### config.mk
export PLATFORM = sky130hd
export DESIGN_NAME = systolic_operand_feeder
export DESIGN_NICKNAME = d
export VERILOG_FILES = /design/src/rtl/systolic_pkg.sv /design/src/rtl/skew_select.sv /design/src/rtl/systolic_operand_feeder.sv
export SDC_FILE = /design/constraint.sdc
export NUM_CORES = 1
export LEC_CHECK = 0
export BUFFER_PORTS_ARGS = -buffer_cell sky130_fd_sc_hd__buf_4
export CORE_AREA = 3 3 229 231
export DETAILED_ROUTE_END_ITERATION = 8
export DIE_AREA = 0 0 232 234
export GPL_ROUTABILITY_DRIVEN = 1
export PLACE_DENSITY = 0.89
export SYNTH_ARGS = -nofsm -noshare
export SYNTH_HDL_FRONTEND = slang
export SYNTH_SLANG_ARGS = --single-unit
### constraint.sdc
create_clock -name clk -period 69.1 [get_ports clk]
set_input_delay 3.455 -clock clk [delete_from_list [all_inputs] [get_ports clk]]
set_output_delay 3.455 -clock clk [all_outputs]
set_load 0.01 [all_outputs]
### src/rtl/systolic_pkg.sv
// Shared definitions for the systolic operand feeder: defaults, FSM encoding
// and counter sizing.
package systolic_pkg;

  localparam int DW_DEF    = 32;
  localparam int N_DEF     = 3;
  localparam int DRAIN_DEF = 4;
  localparam int FEED_LEN  = 2 * N_DEF - 1;

  typedef enum logic [2:0] {
    ST_LOAD  = 3'd0,
    ST_CLEAR = 3'd1,
    ST_FEED  = 3'd2,
    ST_DRAIN = 3'd3,
    ST_DONE  = 3'd4
  } state_t;

  // One counter serves both the feed index and the drain countdown.
  function automatic int cnt_width(input int n, input int drain);
    int m;
    m = (2 * n - 1 > drain) ? 2 * n - 1 : drain;
    return (m < 2) ? 1 : $clog2(m);
  endfunction

endpackage

### src/rtl/skew_select.sv
// Picks the skewed edge operand for one array lane: vals[t-LANE] when that
// index lies inside the buffered vector, zero otherwise.
module skew_select #(
  parameter int DW   = 32,
  parameter int N    = 3,
  parameter int LANE = 0,
  parameter int CW   = 3
) (
  input  logic [CW-1:0]   t,
  input  logic [N*DW-1:0] vals,
  output logic [DW-1:0]   sel
);

  always_comb begin
    sel = '0;
    for (int k = 0; k < N; k++) begin
      if (int'(t) == LANE + k) sel = vals[k*DW +: DW];
    end
  end

endmodule

### src/rtl/systolic_operand_feeder.sv
// Buffers one A and one B matrix, then clears the systolic array and streams
// skewed operands onto its row and column edges, followed by a drain window.
module systolic_operand_feeder
  import systolic_pkg::*;
#(
  parameter int DW    = DW_DEF,
  parameter int N     = N_DEF,
  parameter int DRAIN = DRAIN_DEF
) (
  input  logic            clk,
  input  logic            rst,
  input  logic            in_valid,
  output logic            in_ready,
  input  logic [N*DW-1:0] in_a_col,
  input  logic [N*DW-1:0] in_b_row,
  output logic            arr_clr,
  output logic [DW-1:0]   a_out,
  output logic [DW-1:0]   b_out,
  output logic [DW-1:0]   c_out,
  output logic [DW-1:0]   d_out,
  output logic [DW-1:0]   e_out,
  output logic [DW-1:0]   f_out,
  output logic            busy,
  output logic            done,
  output logic [2:0]      dbg_state
);

  localparam int             FLEN       = 2 * N - 1;
  localparam int             CW         = cnt_width(N, DRAIN);
  localparam logic [CW-1:0]  FEED_LAST  = CW'(FLEN - 1);
  localparam logic [CW-1:0]  DRAIN_LAST = CW'(DRAIN - 1);
  localparam logic [1:0]     BEAT_LAST  = 2'(N - 1);

  state_t          state, state_n;
  logic [1:0]      beat, beat_n;
  logic [CW-1:0]   cnt, cnt_n;
  logic            load_fire;

  // a_buf[i] holds row i of A, b_buf[j] holds column j of B; slot k at [k*DW +: DW].
  logic [N*DW-1:0] a_buf [N];
  logic [N*DW-1:0] b_buf [N];
  logic [DW-1:0]   row_sel [N];
  logic [DW-1:0]   col_sel [N];
  logic [DW-1:0]   row_q [N];
  logic [DW-1:0]   col_q [N];

  // Handshake: a beat transfers on a rising edge where in_valid && in_ready;
  // in_ready is a register and never looks at in_valid.
  assign load_fire = in_valid && in_ready;
  assign dbg_state = state;

  always_comb begin
    state_n = state;
    beat_n  = beat;
    cnt_n   = cnt;
    case (state)
      ST_LOAD: begin
        if (load_fire) begin
          if (beat == BEAT_LAST) begin
            state_n = ST_CLEAR;
            beat_n  = '0;
          end else begin
            beat_n = beat + 2'd1;
          end
        end
      end
      ST_CLEAR: begin
        state_n = ST_FEED;
        cnt_n   = '0;
      end
      ST_FEED: begin
        if (cnt == FEED_LAST) begin
          state_n = ST_DRAIN;
          cnt_n   = '0;
        end else begin
          cnt_n = cnt + 1'b1;
        end
      end
      ST_DRAIN: begin
        if (cnt == DRAIN_LAST) begin
          state_n = ST_DONE;
          cnt_n   = '0;
        end else begin
          cnt_n = cnt + 1'b1;
        end
      end
      ST_DONE: state_n = ST_LOAD;
      default: state_n = ST_LOAD;
    endcase
  end

  always_ff @(posedge clk or posedge rst) begin
    if (rst) begin
      state <= ST_LOAD;
      beat  <= '0;
      cnt   <= '0;
    end else begin
      state <= state_n;
      beat  <= beat_n;
      cnt   <= cnt_n;
    end
  end

  always_ff @(posedge clk or posedge rst) begin
    if (rst) begin
      for (int i = 0; i < N; i++) begin
        a_buf[i] <= '0;
        b_buf[i] <= '0;
      end
    end else if (load_fire) begin
      for (int i = 0; i < N; i++) begin
        a_buf[i][int'(beat)*DW +: DW] <= in_a_col[i*DW +: DW];
        b_buf[i][int'(beat)*DW +: DW] <= in_b_row[i*DW +: DW];
      end
    end
  end

  // Selection runs on the next feed index so the registered operand lands in its FEED cycle.
  for (genvar i = 0; i < N; i++) begin : g_lane
    skew_select #(.DW(DW), .N(N), .LANE(i), .CW(CW)) u_row (
      .t    (cnt_n),
      .vals (a_buf[i]),
      .sel  (row_sel[i])
    );
    skew_select #(.DW(DW), .N(N), .LANE(i), .CW(CW)) u_col (
      .t    (cnt_n),
      .vals (b_buf[i]),
      .sel  (col_sel[i])
    );
  end

  always_ff @(posedge clk or posedge rst) begin
    if (rst) begin
      in_ready <= 1'b1;
      arr_clr  <= 1'b0;
      busy     <= 1'b0;
      done     <= 1'b0;
      for (int i = 0; i < N; i++) begin
        row_q[i] <= '0;
        col_q[i] <= '0;
      end
    end else begin
      in_ready <= (state_n == ST_LOAD);
      arr_clr  <= (state_n == ST_CLEAR);
      busy     <= (state_n != ST_LOAD);
      done     <= (state_n == ST_DONE);
      for (int i = 0; i < N; i++) begin
        row_q[i] <= (state_n == ST_FEED) ? row_sel[i] : '0;
        col_q[i] <= (state_n == ST_FEED) ? col_sel[i] : '0;
      end
    end
  end

  assign a_out = row_q[0];
  assign b_out = row_q[1];
  assign c_out = row_q[2];
  assign d_out = col_q[0];
  assign e_out = col_q[1];
  assign f_out = col_q[2];

endmodule

* Word-level counts from Yosys, hierarchy flattened
Cells that the tools add are included. W data, S select, Z words.
Storage, ports and cells: register bits after elaboration 780, output and inout bits 199, word-level logic and storage cells 87
Operators by class: add/sub/neg operators 3, eq/ne operators 13, shift-type cells 7, mux-type cells 39, reduce and logical (&&, ||, !) cells 6
Operators with widths (count):
- $mux W32 | 24
- $bwmux W96 | 6
- $shiftx A32 B33 Y96 | 6
- $shift A32 B33 Y96 const A | 1
- $neg A7 Y33 | 1
- $mux W3 | 6
- $eq A3 B2 Y1 const B | 5
- $eq A3 B3 Y1 const B | 5
- $pmux W3 S4 | 1
- $logic_not A3 Y1 | 3
- $pmux W3 S3 | 1
- $eq A3 B1 Y1 const B | 2
- $add A3 B1 Y3 const B | 1
- $reduce_bool A3 Y1 | 1
- $add A2 B1 Y2 const B | 1
- $eq A2 B2 Y1 const B | 1
- $mux W2 | 1
- $reduce_and A2 Y1 | 1
- $logic_and A1 B1 Y1 | 1

* Longest topological paths before layout
depth after elaboration 8, mapped depth 11, depth with buffers taken out 8

* Hierarchy
A second synthesis with hierarchy kept.
Second synthesis, totals: cells, all modules 2782, area, all modules 32951.6 um2
By module, submodules not included:
- systolic_operand_feeder | instances 1, cells an instance 2178, area each 27991.8 um2
- skew_select at g_lane[0].u_col ... | instances 2, cells an instance 113, area each 915.9 um2
- skew_select at g_lane[1].u_col ... | instances 2, cells an instance 113, area each 859.6 um2
- skew_select at g_lane[2].u_col ... | instances 2, cells an instance 76, area each 704.4 um2

* Worst setup path after synthesis
OpenSTA, ideal clock, no wires.
kind input-to-reg, start point input port in_valid, end point register a_buf[191] (netlist name), setup time 0.066 ns, arrival 4.757 ns, slack 64.277 ns, stages on the path 5, buffers on the path 2, cell sequence nand3_1 nor4b_1 clkbuf_1 clkbuf_1 a22o_1
Between the ends: longest elaborated chain between the ends 1
RTL lines:
- start, declared | line systolic_operand_feeder.sv:12 | input logic in_valid,
- $logic_and A1 B1 Y1 | line systolic_operand_feeder.sv:49 | assign load_fire = in_valid && in_ready;
- end signal, assigned by index | line systolic_operand_feeder.sv:112 | a_buf[i][int'(beat)*DW +: DW] <= in_a_col[i*DW +: DW];
- end, declared | line systolic_operand_feeder.sv:40 | logic [N*DW-1:0] a_buf [N];
Every way passes these cells. A chain may end at the register's enable or synchronous reset.

==> qor.csv <==
stage;metric;value;unit
run_status;status;finished, final reports clean;
die;core_area;50300;um^2
routing;vias;24500;
setup_path;ff2ff_setup_slack;64.51;ns
finish;areaGrowthSynthToFinish;18.3;%
power_and_ir_drop;power_density;54.8;nW/um^2
clock_tree;clkTransAtPathRegs;0.06;ns
global_routing;grt_pass1_wl;143000;um
power_and_ir_drop;p_switching;839;uW
setup_path;critical_path_required;69.68;ns
finish;multiInputGateArea;10600;um^2
setup_path;crit_start;rst;
setup_path;critical_path_class;input port to asynchronous set/reset pin;
yosys;synth_top_area_share;62.5;%
sta;hold_viol;0;
routing;post-route-drc-count;0;
setup_path;r2r_cells;8;
routing;drt_wl_total;91400;um
clock_tree;post_cts_buffers;0;
setup_path;rr_startpoint;cnt[0];
setup_path;cp-end-kind;asynchronous set/reset pin;
yosys;synth-main-ff-cell;dfrtp_1;
global_routing;grt.met2_usage;53.7;%
setup_path;crit_buf_inv;6;
yosys;yosys.area.top_type;dfrtp_1;
power_and_ir_drop;p_seq_share;37.3;%
setup_path;crit_slowest_cell;buf_4;
die;placement_rows;82;
power_and_ir_drop;power_leakage;0.0177;uW
power_and_ir_drop;peakVddDrop;0.0600;mV
clock_tree;clock_latency;0.63;ns
die;io_pins;394;
clock_tree;clock_sinks;780;
setup_path;path_common_cell;buf_4;
clock_tree;root_buffer;clkbuf_16;
yosys;async_flop_share;100;%
routing;routedWlPerCell;24.8;um
yosys;syn_nets;2898;
finish;final_nets;3151;
routing;drt-initial-drc-count;2927;
power_and_ir_drop;p_comb_share;41.5;%
finish;fillers;3080;
global_routing;use_met1;43.2;%
setup_path;critPathLaunchType;input port;
routing;drtAntennaViolNets;0;
yosys;netlist_area;31200;um^2
worst_hold_path;holdPathStages;2;
finish;drive_gt1_share;21.8;%
sta;worstMarginPinSlew;1.20;ns
sta;slew_viol_final;0;
setup_path;path_depth;6;
yosys;synth_cells;2696;
clock_tree;cts_tree;done;
die;fp.dieW;232;um
job;max_cap_violations;0;
clock_tree;cts_buffers;79;
power_and_ir_drop;internal-power;1180;uW
setup_path;max_stage_delay;0.96;ns
yosys;ys_seq_area_share;62.6;%
yosys;yosysUniqueCellTypes;39;
setup_path;cpLargestDelayFamily;buffers and inverters;
global_routing;grtUsageMet3;9.06;%
sta;setup-violations-final;0;
place;gp_congestion;0.829;
sta;timing.fmax;0.138;GHz
sta;fin_crit_sh;10.5;%
setup_path;cp-endpoint;b_buf[133];
clock_tree;cts.htree.levels;3;
power_and_ir_drop;power;2020;uW
yosys;synth.most_common_cell;dfrtp_1;
place;portBuffers;393;
yosys;syn_area_per_cell;11.6;um^2
yosys;synth_commonest_cells;dfrtp_1 (779), nand2_1 (388), a22o_1 (384), clkbuf_1 (204), nor2_1 (195);
routing;viasPerCell;6.65;
worst_hold_path;holdCritPathClass;register to register;
sta;timing.setup.tns;0;ns
sta;grt_setup_unrepaired;no;
die;initial_core_util;62.1;%
finish;register_area;19500;um^2
setup_path;cp_max_fo;186;
global_routing;grt_usage;33.6;%
global_routing;grt-busiest-layer;met2;
power_and_ir_drop;power.share.clock;21.2;%
clock_tree;cts_resized;0;
sta;skew;0.0191;ns
clock_tree;cts-hold-fix-buffers;0;
clock_tree;clockBufferDepth;3;
setup_path;crit_chain;buf_4 -> inv_8 -> buf_12 -> buf_4 -> buf_4 -> buf_4;
global_routing;grt_max_degree;197;
yosys;ys_warn_count;0;
yosys;netlist_top_cells_area;dfrtp_1 (62%), a22o_1 (11%), nand2_1 (4.7%), o21ai_0 (3.1%), a2111oi_2 (2.7%);
die;die-height;234;um
setup_path;worstPathArrival;7.84;ns
place;hpwl;50700;um
die;dieArea;54300;um^2
global_routing;antenna_found_initial;8;
sta;maxSlewHeadroom;19.9;%
global_routing;grt_pass1_vias;25400;
global_routing;gr-total-overflow;0;
sta;min_period;7.26;ns
yosys;ys_ff_latch;780;
routing;dr.pass1.iters;5;
power_and_ir_drop;sw_frac_of_total;41.5;%
setup_path;r2r_end;d_out[1];
yosys;synth-edff-count;0;
tightest hold or removal path, delay by kind of cell, from the launching register on:
kind | cells | cell delay [ns]
flip-flops | 1 | 0.34
AND/OR/NAND/NOR | 1 | 0.04
AO/OA/AOI/OAI | 1 | 0.06
cell type report:
| type | instances | share of cell area, % |
|---|---|---|
| diodes | 6 | 0.0407 |
| clock buffers | 110 | 6.19 |
| repair buffers | 431 | 8.83 |
| flip-flops and latches | 780 | 52.9 |
| multi-input cells | 1647 | 28.8 |
| well taps | 672 | 2.28 |
| inverters | 10 | 0.142 |
| clock inverters | 30 | 0.824 |
sequential cells by signal, indices dropped and copies added, names as in the netlist:
signal     cells
a_out         32
cnt            3
b_out         32
beat           2
in_ready       1
f_out         32
d_out         32
busy           1
e_out         32
b_buf        288
c_out         32
done           1
a_buf        288
dbg_state      3
arr_clr        1
per-layer routing:
layer | share of wire (%) | vias up
met4 | 4.2 | 4
met3 | 11 | 270
met2 | 49 | 1502
met1 | 37 | 12500
met5 | 0.031 | -
li1 | - | 10200
cells in the final DEF (no fill, tap or decap), types with 3 or more instances in the layout:
master and instances:
dfrtp_1 779, buf_4 429, nand2_1 388, a22o_1 384, o21ai_0 193, nor2_1 193
a21oi_1 131, nor4_1 108, clkbuf_16 81, mux2i_1 64, o2bb2ai_1 64, a2111oi_2 57
nor4_2 20, clkinv_2 16, clkbuf_8 15, clkbuf_1 14, inv_1 7, a2111oi_0 7
ha_1 7, diode_2 6, bufinv_16 5, inv_6 4, clkinvlp_4 4, nand3_4 3
nor2_4 3
worst min path at each step:
stage | start | end | slack, ns
2_1_floorplan | a_buf[0] | a_buf[0] | 0.45
3_3_place_gp | b_buf[13] | b_buf[13] | 0.46
3_5_place_dp | b_buf[16] | b_buf[16] | 0.47
4_1_cts | b_buf[16] | b_buf[16] | 0.48
5_1_grt | a_buf[197] | a_buf[197] | 0.50
6_report | a_buf[16] | a_buf[16] | 0.48
power groups by stage:
stage | Sequential [uW] | Combinational [uW] | Clock [uW]
after detailed placement | 752 | 817 | 0
after CTS | 751 | 830 | 431
after global placement | 738 | 782 | 0
final | 754 | 838 | 429
after global routing | 770 | 903 | 451
after floorplan | 733 | 587 | 0
metrics by stage:
step	worst slack [ns]	utilization, %	area [um^2]	instances	hold WS (ns)
2_1_floorplan	43.75	-	31200	2696	0.449
3_3_place_gp	61.24	68.2	34300	3540	0.460
3_5_place_dp	61.08	68.2	34300	3540	0.470
4_1_cts	61.73	73.4	36900	3680	0.484
5_1_grt	61.23	73.4	36900	3684	0.500
6_report	61.84	73.4	36900	3686	0.481
kinds of logic after synthesis:
family / after synthesis / share of synthesized area [%]
compound gates: 846 / 21.0
fa+ha+maj: 7 / 0.281
buf+inv: 269 / 3.64
flops: 780 / 62.6
mux: 66 / 2.13
simple gates: 728 / 10.3
No activity file was read; power rests on OpenSTA's default activity.
